$ cat config.mk
export PLATFORM = sky130hd
export DESIGN_NAME = drum_step_recorder
export DESIGN_NICKNAME = d
export VERILOG_FILES = /design/src/rtl/drum_step_recorder.sv
export SDC_FILE = /design/constraint.sdc
export NUM_CORES = 1
export LEC_CHECK = 0
export CAP_MARGIN = 10
export CORE_MARGIN = 2
export CORE_UTILIZATION = 46
export DETAILED_ROUTE_END_ITERATION = 7
export PLACE_DENSITY_LB_ADDON = 0.08
export SLEW_MARGIN = 30
export SYNTH_ARGS = -nofsm -noshare
export SYNTH_HDL_FRONTEND = slang
export SYNTH_SLANG_ARGS = --single-unit
export TNS_END_PERCENT = 30
$ cat constraint.sdc
create_clock -name clk -period 6.85 [get_ports clk]
set_clock_uncertainty 0.1 [all_clocks]
set_input_delay 1.7125 -clock clk [delete_from_list [all_inputs] [get_ports clk]]
set_output_delay 1.7125 -clock clk [all_outputs]
set_load 0.05 [all_outputs]
$ cat src/rtl/drum_step_recorder.sv
// drum_step_recorder
//   Live pattern recorder for the 4-instrument step sequencer. Pad hits are
//   edge-detected, quantized to the step grid driven by step_tick, and set as
//   bits in four STEPS-wide pattern words.
//   Optional feature macro: DRUM_REC_QUANTIZE_EN
//     defined   -> hits round to the nearest step using the measured period
//     undefined -> hits truncate to the current step
//   state_dbg and period_dbg expose the FSM state and the measured step period.
module drum_step_recorder #(
   parameter int STEPS = 8,
   parameter int CNT_W = 26,
   localparam int IDX_W = (STEPS > 1) ? $clog2(STEPS) : 1
) (
   input  logic             clk,
   input  logic             reset,
   input  logic             step_tick,
   input  logic             arm,
   input  logic             clear,
   input  logic [3:0]       hit,
   output logic [STEPS-1:0] ins1_pat,
   output logic [STEPS-1:0] ins2_pat,
   output logic [STEPS-1:0] ins3_pat,
   output logic [STEPS-1:0] ins4_pat,
   output logic [IDX_W-1:0] step_idx,
   output logic             recording,
   output logic [1:0]       state_dbg,
   output logic [CNT_W-1:0] period_dbg
);

   typedef enum logic [1:0] {
      S_IDLE    = 2'd0,
      S_SYNC    = 2'd1,
      S_MEASURE = 2'd2,
      S_RECORD  = 2'd3
   } state_t;

   state_t           state_q;
   state_t           state_d;
   logic [IDX_W-1:0] step_d;
   logic [CNT_W-1:0] cnt;
   logic [CNT_W-1:0] period;
   logic [3:0]       hit_prev;
   logic [3:0]       rise;
   logic [IDX_W-1:0] next_step;
   logic [IDX_W-1:0] target;
   logic [STEPS-1:0] pat_q [4];

   assign rise      = hit & ~hit_prev;
   assign next_step = step_idx + IDX_W'(1);   // STEPS is a power of 2, so this wraps

   // Pick the step a rise in this cycle lands on.
   always_comb begin
      target = step_idx;
      if (step_tick) begin
         // A hit on the boundary belongs to the step that is just starting.
         target = next_step;
      end else begin
`ifdef DRUM_REC_QUANTIZE_EN
         // Hits in the later half of a step are pulled forward to the next one.
         if (cnt >= (period >> 1)) target = next_step;
`else
         target = step_idx;
`endif
      end
   end

   // FSM next state and next step index; arm low aborts from any active state.
   always_comb begin
      state_d = state_q;
      step_d  = step_idx;
      case (state_q)
         S_IDLE: begin
            if (arm) state_d = S_SYNC;
         end
         S_SYNC: begin
            if (!arm) begin
               state_d = S_IDLE;
               step_d  = '0;
            end else if (step_tick) begin
               state_d = S_MEASURE;
            end
         end
         S_MEASURE: begin
            if (!arm) begin
               state_d = S_IDLE;
               step_d  = '0;
            end else if (step_tick) begin
               state_d = S_RECORD;
               step_d  = '0;
            end
         end
         S_RECORD: begin
            if (!arm) begin
               state_d = S_IDLE;
               step_d  = '0;
            end else if (step_tick) begin
               step_d = next_step;
            end
         end
         default: begin
            state_d = S_IDLE;
            step_d  = '0;
         end
      endcase
   end

   // FSM state, step index and the registered recording flag.
   always_ff @(posedge clk or posedge reset) begin
      if (reset) begin
         state_q   <= S_IDLE;
         step_idx  <= '0;
         recording <= 1'b0;
      end else begin
         state_q   <= state_d;
         step_idx  <= step_d;
         recording <= (state_d == S_RECORD);
      end
   end

   // Cycles since the last tick (saturating) and the measured tick period.
   always_ff @(posedge clk or posedge reset) begin
      if (reset) begin
         cnt    <= '0;
         period <= '0;
      end else begin
         if (step_tick) cnt <= '0;
         else if (cnt != {CNT_W{1'b1}}) cnt <= cnt + CNT_W'(1);
         if (step_tick && (state_q == S_MEASURE || state_q == S_RECORD))
            period <= (cnt == {CNT_W{1'b1}}) ? cnt : cnt + CNT_W'(1);
      end
   end

   // Previous pad levels for rising-edge detection; a held pad writes once.
   always_ff @(posedge clk or posedge reset) begin
      if (reset) hit_prev <= 4'b0;
      else       hit_prev <= hit;
   end

   // Pattern words: clear wins, otherwise rises set bits only while recording.
   always_ff @(posedge clk or posedge reset) begin
      if (reset) begin
         for (int i = 0; i < 4; i++) pat_q[i] <= '0;
      end else if (clear) begin
         for (int i = 0; i < 4; i++) pat_q[i] <= '0;
      end else if (state_q == S_RECORD) begin
         for (int i = 0; i < 4; i++)
            if (rise[i]) pat_q[i][target] <= 1'b1;
      end
   end

   assign ins1_pat   = pat_q[0];
   assign ins2_pat   = pat_q[1];
   assign ins3_pat   = pat_q[2];
   assign ins4_pat   = pat_q[3];
   assign state_dbg  = state_q;
   assign period_dbg = period;

endmodule

==> results of run 1 <==
## layout make-up
class | instances | area [um2]
Clock buffer | 9 | 124
Clock inverter | 7 | 63.8
Fill cell | 783 | 3590
Inverter | 9 | 36.3
Multi-Input combinational cell | 295 | 1770
Sequential cell | 94 | 2350
Tap cell | 108 | 135
Timing Repair Buffer | 75 | 738
## layer usage
metal	vias to the layer above	share of wire (%)
met3	6	3.9
met5	-	0
met1	1547	52
met2	71	43
met4	0	0.78
li1	1612	-
## cell usage after synthesis (5+ instances only)
cell,instances
a21oi_1,39
and4_1,5
clkbuf_1,18
dfrtp_1,94
inv_1,9
nand2_1,38
nand3_1,10
nand4_1,9
nor2_1,63
nor3_1,6
nor4_1,5
o21ai_0,11
o21ai_1,19
o2bb2ai_1,5
xnor2_1,12
## how the worst min path moves through the flow
stage / from / endpoint / depth (start not counted)
floorplan: cnt[6]$_DFFE_PP0P_ / cnt[6]$_DFFE_PP0P_ / 2
global placement: period_dbg[8]$_DFFE_PP0P_ / period_dbg[8]$_DFFE_PP0P_ / 2
detailed placement: period_dbg[8]$_DFFE_PP0P_ / period_dbg[8]$_DFFE_PP0P_ / 2
CTS: period_dbg[8]$_DFFE_PP0P_ / period_dbg[8]$_DFFE_PP0P_ / 2
global route: period_dbg[6]$_DFFE_PP0P_ / period_dbg[6]$_DFFE_PP0P_ / 2
finish: period_dbg[8]$_DFFE_PP0P_ / period_dbg[8]$_DFFE_PP0P_ / 2
## registers in the layout, indices dropped and copies added, names as in the netlist
name and flops:
cnt 26, period_dbg 26, ins1_pat 8, ins2_pat 8, ins3_pat 8, ins4_pat 8
hit_prev 4, step_idx 3, state_dbg 2, recording 1
## cell families (layout without fill, tap and decap cells)
| group | count (synthesis) | after routing | share of synthesized area [%] |
|---|---|---|---|
| flip-flops | 94 | 94 | 55.6 |
| adder cells (fa/ha/maj) | 2 | 2 | 0.591 |
| buffers and inverters | 28 | 100 | 2.66 |
| AND/OR/NAND/NOR | 169 | 169 | 21.0 |
| multiplexers | 6 | 6 | 1.48 |
| XOR/XNOR | 16 | 16 | 3.31 |
| AO/OA/AOI/OAI | 102 | 102 | 15.4 |
## power by group
| group | internal (mW) | switching (mW) |
|---|---|---|
| Combinational | 0.0369 | 0.0844 |
| Sequential | 0.568 | 0.0121 |
| Clock | 0.140 | 0.210 |
| Total | 0.745 | 0.306 |
## cell usage in the layout (no fill, tap or decap), types with 4 or more instances in the layout
master / instances
a21oi_1: 39
and4_1: 5
clkbuf_8: 9
clkdlybuf4s50_1: 71
dfrtp_1: 94
inv_1: 8
mux2i_1: 4
nand2_1: 38
nand3_1: 10
nand4_1: 9
nor2_1: 63
nor3_1: 6
nor3b_2: 4
nor4_1: 5
o21ai_0: 11
o21ai_1: 19
o22ai_1: 4
o2bb2ai_1: 5
xnor2_1: 12
xor2_1: 4
==> reports/results.txt, run 1 <==
status = completed
post-CTS sizing = 0
R2R setup slack = 4.47 ns
M1 GR Usage = 32.1%
leakage = 2.12 nW
Worst R2R End = period_dbg[17]$_DFFE_PP0P_
Detailed Routing Iterations Pass 1 = 4
fin. max-slew vios = 0
Peak VDD IR = 0.0968 mV
I/O Buffers = 72
Rows = 34
# hold bufs at CTS = 0
cell accounting for the most synthesized area = dfrtp_1
family with the most delay on the worst path = buffers and inverters
initial antenna violation count = 0
core area = 0.00881 mm2
vias in the first global route = 3151
Via density = 5.42
Max-Cap Viols = 0
minimum clock period = 3.61 ns
crit path to = step_idx[0]
share of post-route cells with drive strength above 1 = 8.38%
DP Area = 0.00503 mm2
Slowest-stage cell, CP = clkdlybuf4s50_1
met2 usage in global routing = 29.6%
busiest grt layer = met1
EDFF count, synth = 0
worst-margin pin slew = 0.712 ns
Routed Antenna Nets = 0
Initial DRC Count = 216
WL final = 9.70 mm
pre-CTS setup slack = 2.89 ns
Synth top area share = 55.6%
sequential fraction of the synthesis area = 55.6%
Die ar. = 0.00998 mm2
Critical Path RT = 5.04 ns
routability cong. = 0.842
M3 GR Usage = 4.32%
final setup vio count = 0
H-Tree Depth = 3
Final Worst Setup Slack = 3.24 ns
P per Cell Area = 201 mW/mm2
reg-to-reg startpoint = cnt[0]$_DFFE_PP0P_
RSZ-0062 raised after global routing = false
syn_nets = 428
first-pass GRT wire length = 16.3 mm
CP Depth = 1
cell area after synthesis = 0.00423 mm2
Gate Count Post-Synth = 417
Crit Path Max Fanout = 12
synth-to-layout area growth = 23.3%
Post-Route Setup TNS = 0 ns
fin area = 0.00522 mm2
Sink Count = 94
die height = 99.9 um
CP Class = register to output port
fin cells = 597
Worst slew margin = 52.2%
GRT Total Usage = 20.7%
Post-Place Cells = 581
hold slack final = 0.384 ns
CTS Buf Count = 9
largest net degree at the start of global routing = 58
clk_lat worst skew = 0.36 ns
DRC errors left = 0
vias = 3236
Fin. Hold Viols = 0
Mapped Avg Cell Area = 10.1 um2
CTS clk-pin slew, worst paths = 0.10 ns
Die Span X = 99.9 um
root buffer cell = clkbuf_8
Critical Path Start = step_idx[0]$_DFFE_PP0P_
Synth cell types = 55
Clock Path Buffers = 2
Tot Pwr = 1.05 mW
R2R cell count = 6
max frequency = 277 MHz
Post-synth ARST share = 100%
initial core utilization = 48.1%
Ant. Diodes = 0
Ys Warns = 0
post-CTS setup buffer count = 0
Layout Nets = 495
CTS tree = yes
fin crit share = 52.8%
worst path cell trace = clkdlybuf4s50_1
worst path arrival time = 1.80 ns
WP buf/inv = 1
Area contributors post-synth = dfrtp_1 56%, nor2_1 5.6%, a21oi_1 4.6%, nand2_1 3.4%, xnor2_1 2.5%
crit end category = output port
grt total ovfl = 0
crit start category = register
Post-Route Utilization = 59.2%
Hold WC Path Type = register to register
ys flop type = dfrtp_1
IO Count = 73
WL/cell = 16.2 um
CP max stage delay = 0.88 ns
DP HPWL = 6.75 mm
flops & latches, synth = 94
(Power assumes the default switching activity.)
==> run 2: changes to the inputs <==
clock period = 3.4 ns   (was 6.85 ns; I/O delays follow)
==> reports/results.txt, run 2 (same netlist as run 1, synthesis figures left out) <==
Layout Nets = 497 (+0.40%)
CTS clk-pin slew, worst paths = 0.08 ns (-0.02 ns)
vias in the first global route = 3308 (+5.0%)
DRC errors left = 0 (unchanged)
IO Count = 73 (unchanged)
DP HPWL = 6.81 mm (+0.90%)
clk_lat worst skew = 0.37 ns (about the same)
root buffer cell = clkbuf_8
Routed Antenna Nets = 0 (unchanged)
Critical Path RT = 2.45 ns (-2.59 ns)
Slowest-stage cell, CP = clkdlybuf4s50_1
WP buf/inv = 1 (unchanged)
fin cells = 599 (+0.34%)
pre-CTS setup slack = 0.593 ns (-2.30 ns)
Max-Cap Viols = 0 (unchanged)
GRT Total Usage = 21.5% (+0.80 points)
initial core utilization = 48.1% (unchanged)
worst path arrival time = 1.80 ns (about the same)
initial antenna violation count = 0 (unchanged)
max frequency = 363 MHz
first-pass GRT wire length = 16.8 mm (+3.0%)
family with the most delay on the worst path = buffers and inverters
fin. max-slew vios = 0 (unchanged)
Hold WC Path Type = register to register
Via density = 5.51 (+1.7%)
leakage = 2.15 nW (+1.5%)
Post-Route Setup TNS = 0 ns (unchanged)
CTS tree = yes
commonest non-fill, non-tap cell in the layout = dfrtp_1
Clk pwr share = 36.4% (+3.2 points)
Die ar. = 0.00998 mm2 (unchanged)
Sw Ratio = 26.4% (-2.7 points)
Gate power share = 11.1% (-0.4 points)
vias = 3302 (+2.0%)
worst path cell trace = clkdlybuf4s50_1
H-Tree Depth = 3 (unchanged)
sw power = 0.589 mW (+93%)
Sink Count = 94 (unchanged)
# hold bufs at CTS = 0 (unchanged)
P per Cell Area = 423 mW/mm2 (+110%)
fin crit share = 80.9%
most frequent cells in the layout = 94 x dfrtp_1, 72 x clkdlybuf4s50_1, 63 x nor2_1
WL/cell = 16.2 um (-0.53%)
Fin. Hold Viols = 0 (unchanged)
Worst slew margin = 52.2% (about the same)
synth-to-layout area growth = 24.6%
Initial DRC Count = 189 (-13%)
Ant. Diodes = 0 (unchanged)
Layout fillers = 761 (-2.8%)
Clock Path Buffers = 2 (unchanged)
post-CTS setup buffer count = 0 (unchanged)
Crit Path Max Fanout = 12 (unchanged)
status = completed
Tot Pwr = 2.23 mW (+110%)
Peak VDD IR = 0.178 mV (+84%)
post-CTS sizing = 0 (unchanged)
grt total ovfl = 0 (unchanged)
Post-Place Cells = 583 (+0.34%)
crit end category = output port
final setup vio count = 0 (unchanged)
I/O Buffers = 72 (unchanged)
worst-margin pin slew = 0.711 ns (-0.000709 ns)
die height = 99.9 um (unchanged)
Final Worst Setup Slack = 0.648 ns (-2.59 ns)
hold slack final = 0.382 ns (-0.00236 ns)
CP max stage delay = 0.88 ns (about the same)
WL final = 9.68 mm (-0.20%)
core area = 0.00881 mm2 (unchanged)
CTS Buf Count = 9 (unchanged)
crit start category = register
Seq pwr share = 52.5% (-2.7 points)
Detailed Routing Iterations Pass 1 = 5 (+1)
minimum clock period = 2.75 ns
largest net degree at the start of global routing = 47 (-19%)
Pint = 1.64 mW (+120%)
CP Class = register to output port
Die Span X = 99.9 um (unchanged)
share of post-route cells with drive strength above 1 = 8.15% (-0.24 points)
RSZ-0062 raised after global routing = false
Rows = 34 (unchanged)
routability cong. = 0.842 (about the same)
==> run 2: layout make-up <==
type | instances | area, um2 | share of cell area [%]
Clock buffer | 11 | 131 | 2.49
Clock inverter | 5 | 82.6 | 1.57
Inverter | 9 | 35.0 | 0.664
Multi-Input combinational cell | 295 | 1770 | 33.5
Sequential cell | 94 | 2350 | 44.6
Tap cell | 108 | 135 | 2.56
Timing Repair Buffer | 77 | 771 | 14.6
==> run 2: metrics by stage <==
step	area [um2]	utilization, %
after floorplan	4230	-
after global placement	5060	57.5
after detailed placement	5060	57.5
after CTS	5270	59.9
after global routing	5270	59.9
final	5270	59.9
==> run 2: power by group through the flow <==
stage	clock (mW)	combinational, mW	sequential, mW
detailed placement	0	0.251	1.19
CTS	0.828	0.251	1.17
finish	0.812	0.248	1.17
global route	0.882	0.269	1.18
floorplan	0	0.0872	1.27
global placement	0	0.247	1.19
==> run 2: metal layers <==
metal | part of all wire [%] | vias to the layer above | global-route usage, %
met5 | 0 | - | 0
met4 | 1.4 | 0 | 7.48
met3 | 5.1 | 12 | 4.25
met2 | 43 | 80 | 30.0
met1 | 51 | 1589 | 33.2
li1 | - | 1621 | -
==> run 2: worst paths after layout <==
check	slack [ns]	depth (start not counted)	start	endpoint
min reg2reg	0.38	2	period_dbg[8]$_DFFE_PP0P_	period_dbg[8]$_DFFE_PP0P_
max in group asynchronous	1.76	3	reset	state_dbg[0]$_DFF_PP0_
min in group asynchronous	0.75	2	reset	period_dbg[18]$_DFFE_PP0P_
min	0.38	2	period_dbg[8]$_DFFE_PP0P_	period_dbg[8]$_DFFE_PP0P_
max	0.65	1	step_idx[0]$_DFFE_PP0P_	step_idx[0]
max reg2reg	0.99	6	cnt[0]$_DFFE_PP0P_	period_dbg[3]$_DFFE_PP0P_
